## src/rtl/conv_accel_pkg.sv

```systemverilog
// Shared controller state encoding and default widths for the convolution accelerator controller.
package conv_accel_pkg;

  localparam int DATA_W_DEF      = 16;
  localparam int LEN_W_DEF       = 8;
  localparam int TIMEOUT_CYC_DEF = 4096;

  typedef enum logic [2:0] {
    IDLE   = 3'd0,
    LOAD   = 3'd1,
    START  = 3'd2,
    WAIT   = 3'd3,
    RESULT = 3'd4
  } state_e;

endpackage

```

## src/rtl/conv_accel_ctrl_if.sv

```systemverilog
// Host job/data/result streams plus accelerator FIFO and status lines.
// slave = controller side, master = host/accelerator side.
interface conv_accel_ctrl_if
  import conv_accel_pkg::*;
#(
  parameter int DATA_W = DATA_W_DEF,
  parameter int LEN_W  = LEN_W_DEF
) ();

  logic              job_valid;
  logic [LEN_W-1:0]  job_len;
  logic              job_ready;

  logic              din_valid;
  logic [DATA_W-1:0] din;
  logic              din_ready;

  logic [DATA_W-1:0] dataInput;
  logic              wr;
  logic              cStart;
  logic              cReady;
  logic              FULL;
  logic              EMPTY;
  logic [DATA_W-1:0] finalsum;

  logic              res_valid;
  logic [DATA_W-1:0] res_data;
  logic              res_ready;

  logic              busy;
  logic              err_timeout;

  modport slave (
    input  job_valid, job_len, din_valid, din, cReady, FULL, EMPTY, finalsum, res_ready,
    output job_ready, din_ready, dataInput, wr, cStart, res_valid, res_data, busy, err_timeout
  );

  modport master (
    output job_valid, job_len, din_valid, din, cReady, FULL, EMPTY, finalsum, res_ready,
    input  job_ready, din_ready, dataInput, wr, cStart, res_valid, res_data, busy, err_timeout
  );

endinterface

```

## src/rtl/conv_ctrl_watchdog.sv

```systemverilog
// WAIT-state watchdog: counts cycles while enabled, pulses expire on the TIMEOUT_CYC-th cycle.
module conv_ctrl_watchdog #(
  parameter int TIMEOUT_CYC = 4096
) (
  input  logic clk,
  input  logic rst,
  input  logic clr,
  input  logic en,
  output logic expire
);

  localparam int CNT_W = $clog2(TIMEOUT_CYC + 1);

  logic [CNT_W-1:0] cnt;

  assign expire = en && (cnt == CNT_W'(TIMEOUT_CYC - 1));

  always_ff @(posedge clk or posedge rst) begin
    if (rst) begin
      cnt <= '0;
    end else if (clr) begin
      cnt <= '0;
    end else if (en && !expire) begin
      cnt <= cnt + CNT_W'(1);
    end
  end

endmodule

```

## src/rtl/conv_accel_ctrl.sv

```systemverilog
// Job sequencer: streams job_len words into the accelerator FIFO (stalls on FULL), pulses cStart,
// waits for cReady, holds the result until res_ready. CONV_CTRL_TIMEOUT_EN adds a WAIT watchdog.
module conv_accel_ctrl
  import conv_accel_pkg::*;
#(
  parameter int DATA_W      = DATA_W_DEF,
  parameter int LEN_W       = LEN_W_DEF,
  parameter int TIMEOUT_CYC = TIMEOUT_CYC_DEF
) (
  input logic              Clk,
  input logic              Rst,
  conv_accel_ctrl_if.slave bus
);

  localparam logic [2:0] S_IDLE   = IDLE;
  localparam logic [2:0] S_LOAD   = LOAD;
  localparam logic [2:0] S_START  = START;
  localparam logic [2:0] S_WAIT   = WAIT;
  localparam logic [2:0] S_RESULT = RESULT;

  logic [2:0]        state;
  logic [2:0]        state_nxt;
  logic [LEN_W-1:0]  remaining;
  logic [DATA_W-1:0] res_q;
  logic              err_q;
  logic              xfer;
  logic              accept;
  logic              expire;

  assign accept = (state == S_IDLE) && bus.job_valid && (bus.job_len != '0);
  assign xfer   = (state == S_LOAD) && bus.din_valid && !bus.FULL;

  always_comb begin
    state_nxt = state;
    case (state)
      S_IDLE:   if (accept) state_nxt = S_LOAD;
      S_LOAD:   if (xfer && (remaining == LEN_W'(1))) state_nxt = S_START;
      S_START:  state_nxt = S_WAIT;
      S_WAIT:   if (bus.cReady || expire) state_nxt = S_RESULT;
      S_RESULT: if (bus.res_ready) state_nxt = S_IDLE;
      default:  state_nxt = S_IDLE;
    endcase
  end

  // A real result wins over a watchdog expiry landing in the same cycle.
  always_ff @(posedge Clk or posedge Rst) begin
    if (Rst) begin
      state     <= S_IDLE;
      remaining <= '0;
      res_q     <= '0;
    end else begin
      state <= state_nxt;
      if (accept) begin
        remaining <= bus.job_len;
      end else if (xfer) begin
        remaining <= remaining - LEN_W'(1);
      end
      if (state == S_WAIT) begin
        if (bus.cReady) begin
          res_q <= bus.finalsum;
        end else if (expire) begin
          res_q <= '0;
        end
      end
    end
  end

`ifdef CONV_CTRL_TIMEOUT_EN
  conv_ctrl_watchdog #(
    .TIMEOUT_CYC(TIMEOUT_CYC)
  ) u_watchdog (
    .clk    (Clk),
    .rst    (Rst),
    .clr    (state != S_WAIT),
    .en     (state == S_WAIT),
    .expire (expire)
  );

  always_ff @(posedge Clk or posedge Rst) begin
    if (Rst) begin
      err_q <= 1'b0;
    end else if ((state == S_WAIT) && expire && !bus.cReady) begin
      err_q <= 1'b1;
    end
  end
`else
  wire [31:0] timeout_unused = 32'(TIMEOUT_CYC);
  assign expire = 1'b0;
  assign err_q  = 1'b0;
`endif

  // EMPTY is accelerator status only and never steers the sequencer.
  wire empty_unused = bus.EMPTY;

  assign bus.job_ready   = (state == S_IDLE) && !Rst;
  assign bus.din_ready   = (state == S_LOAD) && !bus.FULL;
  assign bus.wr          = xfer;
  assign bus.dataInput   = bus.din;
  assign bus.cStart      = (state == S_START);
  assign bus.res_valid   = (state == S_RESULT);
  assign bus.res_data    = res_q;
  assign bus.busy        = (state != S_IDLE);
  assign bus.err_timeout = err_q;

  a_no_wr_when_full: assert property (@(posedge Clk) disable iff (Rst) !(bus.wr && bus.FULL));
  a_cstart_one_cycle: assert property (@(posedge Clk) disable iff (Rst) bus.cStart |=> !bus.cStart);

endmodule

```

## src/flat_wrapper.sv

```systemverilog
// flat-port wrapper written by rule: the top's interface ports become plain ports
module conv_accel_ctrl_flat import conv_accel_pkg::*;
#(
  parameter int DATA_W      = DATA_W_DEF,
  parameter int LEN_W       = LEN_W_DEF,
  parameter int TIMEOUT_CYC = TIMEOUT_CYC_DEF
)
  (Clk, Rst, bus_job_valid, bus_job_len, bus_din_valid, bus_din, bus_cReady, bus_FULL, bus_EMPTY, bus_finalsum, bus_res_ready, bus_job_ready, bus_din_ready, bus_dataInput, bus_wr, bus_cStart, bus_res_valid, bus_res_data, bus_busy, bus_err_timeout);
  conv_accel_ctrl_if #(.DATA_W(DATA_W), .LEN_W(LEN_W)) bus_i ();
  input logic Clk;
  input logic Rst;
  input wire logic [$bits(bus_i.job_valid)-1:0] bus_job_valid;
  input wire logic [$bits(bus_i.job_len)-1:0] bus_job_len;
  input wire logic [$bits(bus_i.din_valid)-1:0] bus_din_valid;
  input wire logic [$bits(bus_i.din)-1:0] bus_din;
  input wire logic [$bits(bus_i.cReady)-1:0] bus_cReady;
  input wire logic [$bits(bus_i.FULL)-1:0] bus_FULL;
  input wire logic [$bits(bus_i.EMPTY)-1:0] bus_EMPTY;
  input wire logic [$bits(bus_i.finalsum)-1:0] bus_finalsum;
  input wire logic [$bits(bus_i.res_ready)-1:0] bus_res_ready;
  output wire logic [$bits(bus_i.job_ready)-1:0] bus_job_ready;
  output wire logic [$bits(bus_i.din_ready)-1:0] bus_din_ready;
  output wire logic [$bits(bus_i.dataInput)-1:0] bus_dataInput;
  output wire logic [$bits(bus_i.wr)-1:0] bus_wr;
  output wire logic [$bits(bus_i.cStart)-1:0] bus_cStart;
  output wire logic [$bits(bus_i.res_valid)-1:0] bus_res_valid;
  output wire logic [$bits(bus_i.res_data)-1:0] bus_res_data;
  output wire logic [$bits(bus_i.busy)-1:0] bus_busy;
  output wire logic [$bits(bus_i.err_timeout)-1:0] bus_err_timeout;
  assign bus_i.job_valid = bus_job_valid;
  assign bus_i.job_len = bus_job_len;
  assign bus_i.din_valid = bus_din_valid;
  assign bus_i.din = bus_din;
  assign bus_i.cReady = bus_cReady;
  assign bus_i.FULL = bus_FULL;
  assign bus_i.EMPTY = bus_EMPTY;
  assign bus_i.finalsum = bus_finalsum;
  assign bus_i.res_ready = bus_res_ready;
  assign bus_job_ready = bus_i.job_ready;
  assign bus_din_ready = bus_i.din_ready;
  assign bus_dataInput = bus_i.dataInput;
  assign bus_wr = bus_i.wr;
  assign bus_cStart = bus_i.cStart;
  assign bus_res_valid = bus_i.res_valid;
  assign bus_res_data = bus_i.res_data;
  assign bus_busy = bus_i.busy;
  assign bus_err_timeout = bus_i.err_timeout;
  conv_accel_ctrl #(.DATA_W(DATA_W), .LEN_W(LEN_W), .TIMEOUT_CYC(TIMEOUT_CYC)) u_core (.Clk(Clk), .Rst(Rst), .bus(bus_i));
endmodule
```

## config.mk

```make
export PLATFORM = sky130hd
export DESIGN_NAME = conv_accel_ctrl_flat
export DESIGN_NICKNAME = d
export VERILOG_FILES = /design/src/rtl/conv_accel_pkg.sv /design/src/rtl/conv_accel_ctrl_if.sv /design/src/rtl/conv_ctrl_watchdog.sv /design/src/rtl/conv_accel_ctrl.sv /design/src/flat_wrapper.sv
export SDC_FILE = /design/constraint.sdc
export NUM_CORES = 1
export LEC_CHECK = 0
export BUFFER_PORTS_ARGS = -buffer_cell sky130_fd_sc_hd__buf_2
export CELL_PAD_IN_SITES_DETAIL_PLACEMENT = 0
export CELL_PAD_IN_SITES_GLOBAL_PLACEMENT = 2
export CORE_MARGIN = 3
export CORE_UTILIZATION = 24
export CTS_CLUSTER_SIZE = 20
export DETAILED_ROUTE_END_ITERATION = 8
export PLACE_DENSITY_LB_ADDON = 0.1
export SYNTH_ARGS = -nofsm -noshare
export SYNTH_HDL_FRONTEND = slang
export SYNTH_SLANG_ARGS = --single-unit
export TNS_END_PERCENT = 10
```

## constraint.sdc

```tcl
create_clock -name Clk -period 1.7 [get_ports Clk]
set_clock_uncertainty 0.1 [all_clocks]
set_input_delay 0.17 -clock Clk [delete_from_list [all_inputs] [get_ports Clk]]
set_output_delay 0.17 -clock Clk [all_outputs]
set_load 0.05 [all_outputs]
```

; ---- Word-level counts from Yosys, hierarchy flattened
; Index checks and enable logic that the tools add are counted.
[op_classes]
mux = 7
eq_ne = 9
reduce_logical = 15
n_addsub = 1
[op_table]
columns = operator, n
row1 = two-way mux 8 bit, 2
row2 = case mux 3 bit (5 select lines), 1
row3 = two-way mux 3 bit, 4
row4 = "equality test 8 x 1 -> 1 bit, second input constant", 1
row5 = nonzero test 8 bit, 1
row6 = "subtractor 8 x 1 -> 8 bit, second input constant", 1
row7 = logical AND 1 bit, 7
row8 = "equality test 3 x 2 -> 1 bit, second input constant", 2
row9 = "!= test 2 x 1 -> 1 bit, second input constant", 2
row10 = "!= test 2 bit, second input constant", 2
row11 = AND reduction 4 bit, 1
row12 = "equality test 3 x 1 -> 1 bit, second input constant", 1
row13 = "equality test 3 bit, second input constant", 1
row14 = logical NOT 3 bit, 1
row15 = nonzero test 3 bit, 1
row16 = logical NOT 1 bit, 2
row17 = AND reduction 2 bit, 1
row18 = nonzero test 2 bit, 1
[word_totals]
wordCells = 35
input_bits = 48
output_inout_bits = 39
register_bits = 27

; ---- Logic depth before layout (Yosys ltp)
[depth]
depth_word = 6
depth_mapped = 6
depth_no_buf = 6

; ---- Worst setup path after synthesis
; Ideal clock, no wire load.
[synth_timing]
path_type = register -> register
startpoint = register u_core.state[2]
endpoint = register u_core.remaining[2]
n_path_buf = 1
slack_ps = -539
synth_period_minus_slack_ps = 2239
setup_time_ps = 139
stages_incl_launch_ff = 6
t_required_ps = 1461
arrival_ps = 2000
path_cell_list = dfrtp_1 buf_6 nor4b_4 nand2_2 inv_1 o31ai_1
[synth_between]
elab_chain_cells = 4
elab_cells_between_ends = 8
classes_between = eq/ne: 1 / mux: 1 / reduce/logical: 6
[synth_lines]
columns = element, line
row1 = start: declaration, conv_accel_ctrl.sv:21  ; logic [2:0] state;
row2 = start signal: assignment, conv_accel_ctrl.sv:52  ; state <= state_nxt;
row3 = equality test 3 x 1 -> 1 bit, conv_accel_ctrl.sv:31  ; assign xfer = (state == S_LOAD) && bus.din_valid && !bus.FULL;
row4 = logical AND 1 bit (2 in a row), conv_accel_ctrl.sv:31
row5 = net bus_wr, flat_wrapper.sv:24  ; output wire logic [$bits(bus_i.wr)-1:0] bus_wr;
row6 = nonzero test 2 bit (no line), --
row7 = end signal: assignment, conv_accel_ctrl.sv:54  ; remaining <= bus.job_len;
row8 = end signal: assignment, conv_accel_ctrl.sv:56  ; remaining <= remaining - LEN_W'(1);
row9 = end: declaration, conv_accel_ctrl.sv:23  ; logic [LEN_W-1:0] remaining;
; The timed path passes the listed nets, and every way through them passes these cells.
; A chain may end at the register's enable or synchronous reset.

; ---- Final worst setup path
[layout_timing]
startpoint = register u_core.state[2]
endpoint = output port bus_job_ready
[layout_between]
elab_chain_cells = 2
[layout_lines]
columns = element, line
row1 = logical NOT 3 bit, conv_accel_ctrl.sv:95  ; assign bus.job_ready = (state == S_IDLE) && !Rst;
row2 = logical AND 1 bit, conv_accel_ctrl.sv:95
row3 = end: declaration, flat_wrapper.sv:21  ; output wire logic [$bits(bus_i.job_ready)-1:0] bus_job_ready;
; No other way between the ends.

==> qor.json <==
{
  "hold_path": {
    "worstHoldEndpoint": "u_core.bus.res_data[7]",
    "worst_hold_startpoint": "bus_finalsum[7]",
    "hold_path_class": "primary input to flip-flop",
    "hold_path_depth": 2
  },
  "critical_path": {
    "critPathBufInv": 2,
    "worstSetupEndpointType": "output port",
    "critical_path.max_fanout": 3,
    "path_depth": 4,
    "crit_type": "flip-flop to output port",
    "path_cells": "buf_6, or3_4, nor2_4, buf_8",
    "cp_data_arrival_time_ns": 1.47,
    "required_ns": 1.43,
    "start_kind": "flip-flop",
    "crit_family": "simple AND/OR/NAND/NOR gates",
    "worst_path_largest_cell_delay_ns": 0.45,
    "r2r-end": "u_core.remaining[4]",
    "critical-path-slowest-cell": "dfrtp_2",
    "worst_r2r_path_depth": 6,
    "worst-r2r-setup-slack_ns": -0.01,
    "timing.rr.start": "u_core.state[1]"
  },
  "floorplan": {
    "die_extent_in_x_um": 83.83,
    "die_height_um": 83.83,
    "placement_rows": 27,
    "ioPinCount": 87,
    "initial_core_util_pct": 25.62,
    "coreArea_um2": 5675,
    "die_area_um2": 7027
  },
  "power_and_ir_drop": {
    "static-leakage-power_nw": 0.9737,
    "power.ir.vdd_worst_uv": 567.8,
    "total_power_mw": 2.832,
    "power.density_nw_per_um2": 1505
  },
  "finish": {
    "design_area_um2": 1882,
    "fill_cells": 617,
    "area_growth_syn_to_layout_pct": 29.43,
    "final_cell_count_no_fill": 252,
    "post_route_cells_drive_above_1_share_pct": 49.44,
    "antenna_cells": 0,
    "fin_util_pct": 33.16,
    "num-nets-final": 231
  },
  "global_routing": {
    "global_route_wire_length_before_repair_um": 5637,
    "grt_pass1_vias": 1196,
    "overflow": 0,
    "grtUsageTotal_pct": 9.609,
    "grt_start_max_net_pins": 28,
    "grt_antenna_before_repair": 0
  },
  "yosys": {
    "synth_area_leaders": "dfrtp_1 46%, mux2_2 10%, buf_4 9.3%",
    "avgSynthCellArea_um2": 11.18,
    "synthArstFlopShare_pct": 100.0,
    "postSynthNetCount": 180,
    "synth_most_common_cell": "dfrtp_1",
    "proportion_of_synthesized_chip_area_in_sequential_cells_pct": 46.47,
    "post_synth_instance_area_um2": 1454,
    "synth_cells": 130,
    "synth-edff-count": 0,
    "number_of_warnings_reported_in_the_yosys_synthesis_log": 0,
    "netlist_top_cells_count": "27 x dfrtp_1, 18 x buf_4, 13 x mux2_2, 12 x nand2_1, 6 x inv_1",
    "post-synth-top-area-cell": "dfrtp_1",
    "post-synth-top-area-fraction_pct": 46.47,
    "yosys_register_bits": 27,
    "synth_ff_type": "dfrtp_1",
    "yosysUniqueCellTypes": 33
  },
  "timing": {
    "tns_ns": -0.06950,
    "rsz0062_at_grt": "yes",
    "finalHoldViolCount": 0,
    "maxClockFrequency_mhz": 575.7,
    "post_route_fraction_of_the_period_consumed_by_the_critical_path_pct": 102.2,
    "timing.final.ws_setup_ns": -0.03690,
    "fin_hold_ws_ns": 0.01533,
    "setup_violations": 4,
    "final_max_slew_viol_count": 0,
    "final.min_clock_period_ns": 1.737
  },
  "drt": {
    "vias": 1133,
    "wirelength_um": 3324,
    "final_antenna_net_count": 0,
    "first_pass_iters": 4,
    "remaining_drc_errors": 0,
    "routed_via_density": 4.496,
    "avgRoutedWirePerCell_um": 13.19,
    "drt-initial-drc-count": 26
  },
  "place": {
    "dp.cells": 241,
    "port_buffers": 52,
    "routabilityCongestion": 0.8023,
    "hpwlAfterDp_um": 2680,
    "dpl_worst_slack_ns": 0.09748,
    "place_area_um2": 1705
  },
  "job": {
    "timing.max_cap.violations": 0
  },
  "clock_network": {
    "clk_root_buffer_cell": "clkbuf_8",
    "htreeDepth": 1,
    "clkTransAtPathRegs_ns": 0.09,
    "ctsLongestPathBuffers": 2,
    "numCtsBuffers": 3,
    "clock_latency_ns": 0.27,
    "clock_sinks": 27,
    "tritoncts": "built"
  },
  "run_status": {
    "violations_in_the_final_reports": "negative setup slack",
    "status": "finished with violations"
  }
}
[placed cells by master (no fill, tap or decap), types with 2 or more instances in the layout]
cell            n
or4_1           2
nor2_1          4
nor3b_1         2
o211ai_1        3
clkbuf_8        3
buf_2          47
a21oi_1         2
o21ai_1         3
buf_8           2
buf_6           5
nand4_1         4
xor2_1          4
o21ai_0         2
buf_4           9
dfrtp_1        26
clkinvlp_4      2
inv_1           5
nand2_1        12
mux2_1          3
dlygate4sd3_1   4
nor4b_4         2
mux2_2         13
nand3_1         4
ha_1            2
[per-layer routing]
metal / share of wire, % / GRT usage (%) / wire (µm) / vias up
li1: - / - / - / 537
met4: 1.1 / 2.778 / 36 / 0
met3: 7.9 / 3.653 / 261 / 12
met2: 50 / 16.85 / 1671 / 41
met1: 41 / 10.80 / 1355 / 543
met5: 0 / 0 / 0 / -
[worst max path at each step]
stage	start	endpoint	slack (ns)
final	u_core.state[2]	bus_job_ready	-0.04
after global routing	u_core.state[2]	bus_job_ready	-0.11
after CTS	u_core.state[2]	bus_job_ready	-0.09
after detailed placement	bus_job_len[1]	u_core.remaining[4]	0.1
after global placement	u_core.state[2]	u_core.bus.res_data[7]	0.11
after floorplan	u_core.state[1]	u_core.remaining[2]	-0.42
[worst register-to-register path, stage by stage (launching register included)]
cell and delay, ns:
dfrtp_1 0.44, nor4b_4 0.30, buf_6 0.16, buf_4 0.14, nand3_1 0.13, o211ai_1 0.20
o311ai_1 0.13
[final cells by class]
cell class	count	area, µm²	share of cell area [%]
clock inverter	1	7.507	0.3989
inverter	6	26.28	1.396
sequential	27	676.9	35.97
tap	72	90.09	4.787
clock buffer	3	41.29	2.194
timing repair buffer	67	429.2	22.81
multi-input combinational	76	610.6	32.45
[registers in the layout, indices dropped and copies added, names as in the netlist]
signal               count
u_core.remaining         8
u_core.state             3
u_core.bus.res_data     16
[logic make-up after synthesis]
group,after synthesis,synth area share (%)
xor gates and xnor gates,4,2.409
muxes,16,12.39
adders and majority gates,2,1.721
and+or+nand+nor,37,16.52
AOI/OAI and AO/OA,16,7.487
buffers and inverters,27,12.74
DFF,27,46.47
other,1,0.2579
[timing repair]
item	CTS	global route
gates resized for setup	16	3
pin swaps	2	3
hold buffers	4	0
endpoints found under the setup margin	5	7
endpoints found under the hold margin	30	0
setup buffers	3	0
[power breakdown]
group          switching, mW  internal, mW  total (mW)
clock                  0.199         0.166       0.365
sequential             0.168         0.901        1.07
combinational          0.954         0.444        1.40
(Power assumes the default switching activity.)
